<file path="config.mk">
export PLATFORM = sky130hd
export DESIGN_NAME = prog_loader
export DESIGN_NICKNAME = d
export VERILOG_FILES = /design/src/rtl/prog_loader.sv
export SDC_FILE = /design/constraint.sdc
export NUM_CORES = 1
export LEC_CHECK = 0
export CORE_MARGIN = 1
export CORE_UTILIZATION = 45
export CTS_CLUSTER_DIAMETER = 120
export CTS_CLUSTER_SIZE = 24
export DETAILED_ROUTE_END_ITERATION = 12
export PLACE_DENSITY = 0.73
export REMOVE_ABC_BUFFERS = 1
export SLEW_MARGIN = 30
export SYNTH_ARGS = -nofsm -noshare
export SYNTH_HDL_FRONTEND = slang
export SYNTH_SLANG_ARGS = --single-unit
</file>
<file path="constraint.sdc">
create_clock -name clk -period 3.7 [get_ports clk]
set_input_delay 0.74 -clock clk [delete_from_list [all_inputs] [get_ports clk]]
set_output_delay 0.74 -clock clk [all_outputs]
set_load 0.02 [all_outputs]
</file>
<file path="src/rtl/prog_loader.sv">
// Serial program loader: parses a SYNC/COUNT/START/words/CHK byte frame, streams each
// word into the instruction cache, and on a good checksum launches the datapath at initPC.
module prog_loader #(
    parameter int         N     = 32,
    parameter int         DEPTH = 128,
    parameter logic [7:0] SYNC  = 8'hA5
) (
    input  logic                     clk,
    input  logic                     rst,
    input  logic [7:0]               byteIn,
    input  logic                     byteValid,
    output logic                     byteReady,
    output logic                     prog,
    output logic [$clog2(DEPTH)-1:0] blockAddr,
    output logic [N-1:0]             Iword,
    output logic                     loadPC,
    output logic [29:0]              initPC,
    output logic                     done,
    output logic                     error
);

    localparam int AW = $clog2(DEPTH);

    typedef enum logic [3:0] {
        S_IDLE,
        S_COUNT,
        S_START,
        S_WORD,
        S_WRITE,
        S_CHECK,
        S_LAUNCH,
        S_DONE,
        S_ERR
    } state_t;

    state_t         state_q, state_d;
    logic [7:0]     count_q, count_d;
    logic [7:0]     index_q, index_d;
    logic [1:0]     byte_cnt_q, byte_cnt_d;
    logic [7:0]     xor_q, xor_d;
    logic [31:0]    shift_q, shift_d;
    logic [AW-1:0]  block_addr_q, block_addr_d;
    logic [N-1:0]   iword_q, iword_d;
    logic [29:0]    init_pc_q, init_pc_d;
    logic           byte_ready_q, byte_ready_d;
    logic           prog_q, prog_d;
    logic           load_pc_q, load_pc_d;
    logic           done_q, done_d;
    logic           error_q, error_d;

    logic           accept;
    logic [31:0]    shift_next;
    logic [7:0]     xor_next;
    logic [7:0]     index_inc;
    logic           count_bad;

    always_comb begin
        accept     = byteValid && byte_ready_q;
        shift_next = {shift_q[23:0], byteIn};
        xor_next   = xor_q ^ byteIn;
        index_inc  = index_q + 8'd1;
        count_bad  = (byteIn == 8'd0) || ({24'd0, byteIn} > 32'(DEPTH));

        state_d      = state_q;
        count_d      = count_q;
        index_d      = index_q;
        byte_cnt_d   = byte_cnt_q;
        xor_d        = xor_q;
        shift_d      = shift_q;
        block_addr_d = block_addr_q;
        iword_d      = iword_q;
        init_pc_d    = init_pc_q;

        unique case (state_q)
            S_IDLE, S_ERR: begin
                // A SYNC byte always restarts a frame; anything else is dropped
                if (accept && byteIn == SYNC) begin
                    state_d    = S_COUNT;
                    xor_d      = 8'd0;
                    byte_cnt_d = 2'd0;
                    index_d    = 8'd0;
                end
            end
            S_COUNT: begin
                if (accept) begin
                    count_d    = byteIn;
                    xor_d      = xor_next;
                    byte_cnt_d = 2'd0;
                    state_d    = count_bad ? S_ERR : S_START;
                end
            end
            S_START: begin
                if (accept) begin
                    shift_d    = shift_next;
                    xor_d      = xor_next;
                    byte_cnt_d = byte_cnt_q + 2'd1;
                    if (byte_cnt_q == 2'd3) begin
                        if (shift_next[1:0] != 2'b00) begin
                            state_d = S_ERR;
                        end else begin
                            init_pc_d = shift_next[31:2];
                            index_d   = 8'd0;
                            state_d   = S_WORD;
                        end
                    end
                end
            end
            S_WORD: begin
                if (accept) begin
                    shift_d    = shift_next;
                    xor_d      = xor_next;
                    byte_cnt_d = byte_cnt_q + 2'd1;
                    if (byte_cnt_q == 2'd3) begin
                        state_d = S_WRITE;
                    end
                end
            end
            S_WRITE: begin
                block_addr_d = index_q[AW-1:0];
                iword_d      = N'(shift_q);
                index_d      = index_inc;
                state_d      = (index_inc == count_q) ? S_CHECK : S_WORD;
            end
            S_CHECK: begin
                if (accept) begin
                    xor_d   = xor_next;
                    state_d = (xor_next == 8'd0) ? S_LAUNCH : S_ERR;
                end
            end
            S_LAUNCH: state_d = S_DONE;
            S_DONE:   state_d = S_DONE;
            default:  state_d = S_IDLE;
        endcase

        // Outputs are decoded from the next state so they line up with state_q
        byte_ready_d = !(state_d == S_WRITE || state_d == S_LAUNCH || state_d == S_DONE);
        prog_d       = !(state_d == S_LAUNCH || state_d == S_DONE);
        load_pc_d    = (state_d == S_LAUNCH);
        done_d       = (state_d == S_DONE);
        error_d      = (state_d == S_ERR);
    end

    always_ff @(posedge clk) begin
        if (rst) begin
            state_q      <= S_IDLE;
            count_q      <= 8'd0;
            index_q      <= 8'd0;
            byte_cnt_q   <= 2'd0;
            xor_q        <= 8'd0;
            shift_q      <= 32'd0;
            block_addr_q <= '0;
            iword_q      <= '0;
            init_pc_q    <= 30'd0;
            byte_ready_q <= 1'b1;
            prog_q       <= 1'b1;
            load_pc_q    <= 1'b0;
            done_q       <= 1'b0;
            error_q      <= 1'b0;
        end else begin
            state_q      <= state_d;
            count_q      <= count_d;
            index_q      <= index_d;
            byte_cnt_q   <= byte_cnt_d;
            xor_q        <= xor_d;
            shift_q      <= shift_d;
            block_addr_q <= block_addr_d;
            iword_q      <= iword_d;
            init_pc_q    <= init_pc_d;
            byte_ready_q <= byte_ready_d;
            prog_q       <= prog_d;
            load_pc_q    <= load_pc_d;
            done_q       <= done_d;
            error_q      <= error_d;
        end
    end

    assign byteReady = byte_ready_q;
    assign prog      = prog_q;
    assign blockAddr = block_addr_q;
    assign Iword     = iword_q;
    assign loadPC    = load_pc_q;
    assign initPC    = init_pc_q;
    assign done      = done_q;
    assign error     = error_q;

endmodule

</file>
==> impl_metrics.json <==
{
  "synth.top_cell.area_share": 0.4904,
  "power_density_mw_per_mm2": 456.9,
  "die_area_mm2": 0.01278,
  "fin_cells": 910,
  "synth_edf_count": 0,
  "status": "complete, no violations",
  "dpl_worst_slack_ns": 0.6762,
  "tns_ns": 0,
  "crit_fanout": 10,
  "syn2layout_area_growth_pct": 24.95,
  "grt_max_degree": 90,
  "cp.required_ns": 4.00,
  "synth-xor-area-share": 0.02524,
  "placed_cells": 878,
  "async_reset_ff_frac": 0,
  "synth_top_family_by_area": "simple AND/OR/NAND/NOR gates",
  "syn-cell-area_mm2": 0.005552,
  "clkPwrFrac": 0.519,
  "numPortBuffers": 84,
  "syn_inst": 692,
  "holdCritStartpoint": "shift_q[28]$_SDFFE_PP0P_",
  "gp_congestion": 0.8514,
  "diodes": 0,
  "synth_fa_ha_area_frac": 0.004508,
  "drive_above_1_share": 0.07471,
  "p_int_mw": 2.508,
  "fmax_mhz": 379.5,
  "cts_buffers": 17,
  "first_pass_iters": 5,
  "max-slew-margin-rel": 0.3804,
  "crit_type": "in2reg",
  "die_w_um": 113.1,
  "cts_hold_buf": 0,
  "synth_area_leader_cell": "dfxtp_1",
  "post_cts_buffers": 0,
  "max_cap_violations": 0,
  "hold_depth": 2,
  "r2r-start": "state_q[0]$_SDFF_PP0_",
  "coreArea_mm2": 0.01201,
  "ys_types": 59,
  "fin_ws_ns": 1.065,
  "antenna_found_initial": 0,
  "grt_pass1_wl_um": 21810,
  "h-tree-depth": 4,
  "grt_pass1_vias": 4571,
  "avgSynthCellArea_um2": 8.023,
  "fin_util": 0.5775,
  "synthSimpleGateAreaFrac": 0.2457,
  "grt_overflow": 0,
  "fp-row-count": 40,
  "clkLatencyLatePin_ns": 0.41,
  "finalSetupViolCount": 0,
  "final_max_slew_viol_count": 0,
  "ys_ff_latch": 136,
  "finalHoldViolCount": 0,
  "p_sw_uw": 661.3,
  "regArea_mm2": 0.002723,
  "p_comb_frac": 0.019,
  "synth.area.top_cells": "dfxtp_1, nand2_1, a21oi_1, nor2_1, clkbuf_1",
  "clk_pin_slew_ns": 0.06,
  "endpoint_kind": "flip-flop",
  "multi_input_area_mm2": 0.002545,
  "grt_usage": 0.2127,
  "min_period_over_period": 0.7123,
  "ir_drop_mv": 0.4023,
  "drt_wl_total_um": 13310,
  "root_buffer": "clkbuf_16",
  "ys_warn_count": 0,
  "startpoint": "byteValid",
  "reg2reg_depth": 5,
  "holdWs_ns": 0.4511,
  "postRouteAntennaNets": 0,
  "io_pins": 85,
  "cts_resized": 0,
  "cts_sinks": 136,
  "yosysSeqAreaShare": 0.4904,
  "drt_iter0_drc": 307,
  "wl_per_cell_um": 14.63,
  "pwr-share-seq": 0.462,
  "final_nets": 763,
  "worstHoldPathType": "reg2reg",
  "vias": 4960,
  "clockBufferDepth": 2,
  "synth_compound_area_frac": 0.1672,
  "arrival_ns": 2.94,
  "cp-start-kind": "input pin",
  "cts_tree": "done",
  "postLayoutCellArea_mm2": 0.006937,
  "rsz0062_at_grt": "false",
  "nFillCells": 1097,
  "tightest_slew_ns": 0.9294,
  "die_h_um": 113.1,
  "power.total_mw": 3.169,
  "synth_ff_type": "dfxtp_1",
  "start_util": 0.4622,
  "finalClockSkew_ns": 0.006281,
  "period_minus_slack_ns": 2.635,
  "p_leak_nw": 2.301,
  "remaining_drc_errors": 0,
  "placed_area_mm2": 0.006354,
  "switching_share": 0.2087,
  "dp_hpwl_um": 8501,
  "vias_per_cell": 5.451,
  "synthMuxAreaShare": 0.01442
}
[power by group through the flow]
stage | clock, mW | sequential (mW) | combinational, mW
2_1_floorplan | 0 | 1.50 | 0.0129
3_3_place_gp | 0 | 1.50 | 0.0575
3_5_place_dp | 0 | 1.50 | 0.0589
4_1_cts | 1.67 | 1.46 | 0.0595
5_1_grt | 1.74 | 1.46 | 0.0646
6_report | 1.64 | 1.47 | 0.0597
[cells in the final DEF, fill, tap and decap left out, drive strengths merged, types with 4 or more instances in the layout]
master / n
nand2: 207
dfxtp: 136
a21oi: 125
clkdlybuf4s50: 83
nor2: 38
clkbuf: 21
o21ai: 20
xnor2: 12
nand3b: 10
nor3: 9
nand3: 9
mux2i: 8
buf: 8
or3: 7
and3: 4
nand4: 4
xor2: 4
clkinvlp: 4
or4: 4
inv: 4
o21a: 4
o31ai: 4
clkinv: 4
[flip-flops by register name, indices dropped and copies added, names as in the netlist]
signal and cells:
index_q 8, done 1, xor_q 8, Iword 32, error 1, prog 1
byteReady 1, initPC 30, state_q 4, byte_cnt_q 2, count_q 8, loadPC 1
shift_q 32, blockAddr 7
[worst max-delay path, stage by stage]
cell and delay [ns]:
clkdlybuf4s50_1 0.60, nand2_4 0.13, or4_1 0.78, o31ai_2 0.36, a21oi_2 0.10, or2_1 0.23
[path summary, 6_finish.rpt]
path / end / slack (ns)
min reg2reg: Iword[28]$_SDFFE_PP0P_ / 0.45
max reg2reg: index_q[7]$_SDFFE_PP0P_ / 1.38
min: Iword[28]$_SDFFE_PP0P_ / 0.45
max: prog$_SDFF_PP1_ / 1.06
[synthesized netlist by cell type, types with 5 or more instances]
cell type	number
a21oi_1	124
buf_2	6
buf_6	5
clkbuf_1	31
dfxtp_1	136
mux2i_1	8
nand2_1	206
nand3_1	9
nand3b_1	10
nor2_1	38
nor3_1	9
o21ai_0	6
o21ai_1	13
or3_1	5
xnor2_1	12
[cell type report]
type | count | share of cell area
sequential | 136 | 0.3925
multi-input combinational | 501 | 0.3669
timing repair buffer | 91 | 0.1284
clock buffer | 21 | 0.06638
tap | 147 | 0.02652
clock inverter | 11 | 0.01768
inverter | 3 | 0.001623
[metal layers]
metal,vias to the layer above,wire length [µm],GRT usage
met5,-,0,0
met4,0,313,0.09474
met3,32,750,0.03910
met2,174,6460,0.3562
met1,2318,5787,0.2674
li1,2436,-,-
[logic make-up (layout without fill, tap and decap cells)]
family                     Yosys count  in the layout
and+or+nand+nor                    308            308
AOI/OAI and AO/OA                  167            167
DFF                                136            136
buffers and inverters               55            126
xor gates and xnor gates            16             16
muxes                                8              8
adders and majority gates            2              2
Note: power is estimated with default switching activity, not from simulation.
==> RTL change: new RTL, config.mk and constraints unchanged <==
Make the reset (`rst`) asynchronous in one clocked block.
--- a/src/rtl/prog_loader.sv
+++ b/src/rtl/prog_loader.sv
@@ -140,7 +140,7 @@
         error_d      = (state_d == S_ERR);
     end
 
-    always_ff @(posedge clk) begin
+    always_ff @(posedge clk or posedge rst) begin
         if (rst) begin
             state_q      <= S_IDLE;
             count_q      <= 8'd0;
Formal check against the unedited RTL: differs if rst is asserted again (counterexample within 4 cycles, from zero or initial values and one cycle with rst high); with rst held inactive, the same outputs for 4 cycles.
==> RTL change against the unedited design <==
- routed wire length down 4.1%
- critical endpoint is now xor_q[6]
- sequential cell count unchanged
- clock skew about the same
- non-clock buffer count up 2
- worst setup slack worse by 0.031 ns
- critical path type unchanged
- cell area up 7.9%
- core utilization up 1.6 points
- area after synthesis up 4.5%
Power is not compared: it rests on default switching activity, and its combinational part moved more than twofold at a synthesized area within 25%.
==> RTL change: results (changes against the unedited design) <==
numCtsBuffers: 17  # unchanged
async_flop_share_pct: 100.0  # +100 points
finClkSkew_ns: 0.006122  # -0.0001588 ns
regToRegStartpoint: "index_q[0]"
drt_iter0_drc: 187  # -39%
crit_start: "byteIn[1]"
synth_cell_type_count: 48  # -19%
avgSynthCellArea_um2: 11.22  # +40%
grt_pass1_vias: 4230  # -7.5%
reg2reg_slack_ns: 1.24  # -0.14 ns
dp_cells: 750  # -15%
htreeDepth: 4  # unchanged
power.leakage_nw: 3.524
max_stage_delay_ns: 0.58  # -0.20 ns
first_pass_iters: 4  # -1
place_hpwl_mm: 8.183  # -3.7%
nets: 610  # -20%
critPathMaxFanout: 8  # -2
grt_max_degree: 54  # -40%
grt_use_total_pct: 21.07  # -0.20 points
grt_pass1_wl_mm: 21.31  # -2.3%
root_buffer: "clkbuf_16"
cpMaxStageDelayCell: "or4_4"
reg2reg_to: "state_q[1]"
synth_warnings: 0  # unchanged
yosysSeqAreaShare_pct: 58.69  # +9.6 points
gp_routability_congestion: 0.8721  # +2.4%
cp.arrival_ns: 2.97  # +0.03 ns
cts_resized: 0  # unchanged
vias_per_cell: 5.283  # -3.1%
ir_drop_uv: 404.7
min_path_type: "reg -> reg"
place_area_mm2: 0.006814  # +7.2%
slew_headroom_pct: 38.13  # +0.087 points
crit_path_end: "xor_q[6]"
drive_above_1_share_pct: 18.72  # +11 points
clock_latency_ns: 0.41  # about the same
clk_pin_slew_ns: 0.06  # about the same
cts_setup_buffers: 0  # unchanged
wl_per_cell_um: 16.35  # +12%
io_buffer_count: 84  # unchanged
antenna_found_initial: 0  # unchanged
ff2ff_path_depth: 6  # +1
fillCellCount: 1066  # -2.8%
synthTopCellsByCount: "134 x dfrtp_1, 127 x nand2_1, 66 x mux2_2, 25 x clkbuf_1, 18 x o21ai_1"
synthTopCellsByArea: "dfrtp_1 58%, mux2_2 13%, nand2_1 8.2%"
outcome: "finished clean"
synth-main-ff-cell: "dfrtp_1"
num_vias: 4126  # -17%
drc_errors: 0  # unchanged
RTL change: cell count changes after synthesis, moves of 9 or more:
cell and delta:
nor2_1 -26, a22o_1 +9, dfrtp_1 +134, mux2_2 +66
dfxtp_1 -136, a21oi_1 -119, nand2_1 -79
RTL change: power breakdown:
part / leakage, nW / internal [mW] / switching [mW]
clock: 0.330 / 1.30 / 0.622
combinational: 1.40 / 0.512 / 0.426
sequential: 1.80 / 1.82 / 0.348
total: 3.52 / 3.62 / 1.40
RTL change: stage by stage:
stage          utilization [%]  TNS (ns)  worst slack, ns
3_5_place_dp             54.00         0           0.6367
2_1_floorplan                -    -90.60          -0.6761
6_report                 59.33         0            1.034
4_1_cts                  59.33         0            1.062
5_1_grt                  59.33         0           0.9777
3_3_place_gp             54.00         0           0.7224
RTL change: worst min-delay path by stage:
stage | to | from | cells after the start | slack [ns]
2_1_floorplan | Iword[24] | shift_q[24] | 2 | 0.43
3_3_place_gp | Iword[31] | shift_q[31] | 2 | 0.44
3_5_place_dp | Iword[31] | shift_q[31] | 2 | 0.45
5_1_grt | Iword[8] | Iword[8] | 2 | 0.49
6_report | Iword[31] | shift_q[31] | 2 | 0.46
4_1_cts | Iword[31] | shift_q[31] | 2 | 0.46
RTL change: area by class of cell:
type	count	share of cell area [%]
inverter	4	0.2340
multi-input combinational	345	30.11
clock inverter	12	2.941
timing repair buffer	93	12.30
tap	172	2.874
clock buffer	19	6.049
sequential	136	45.49
RTL change: logic make-up (layout without fill, tap and decap cells):
family / count (synthesis) / after routing / synth area share, %
simple gates: 191 / 191 / 14.66
flops: 136 / 136 / 58.69
mux: 71 / 71 / 13.78
compound gates: 63 / 63 / 7.245
buf+inv: 36 / 128 / 2.479
xor+xnor: 18 / 18 / 2.717
fa+ha+maj: 2 / 2 / 0.4312
RTL change: metal layers:
metal / vias up / wire, um / global-route usage, % / part of all wire, %
met3: 14 / 532 / 4.655 / 4.2
met2: 106 / 6576 / 35.89 / 51
met5: - / 0 / 0 / 0
li1: 1930 / - / - / -
met4: 0 / 183 / 9.437 / 1.4
met1: 2076 / 5478 / 25.70 / 43
RTL change: critical path, delay by kind of cell:
kind	cells	cell delay, ns
and+or+nand+nor	2	1.10
AOI/OAI and AO/OA	3	0.57
buffers and inverters	1	0.55
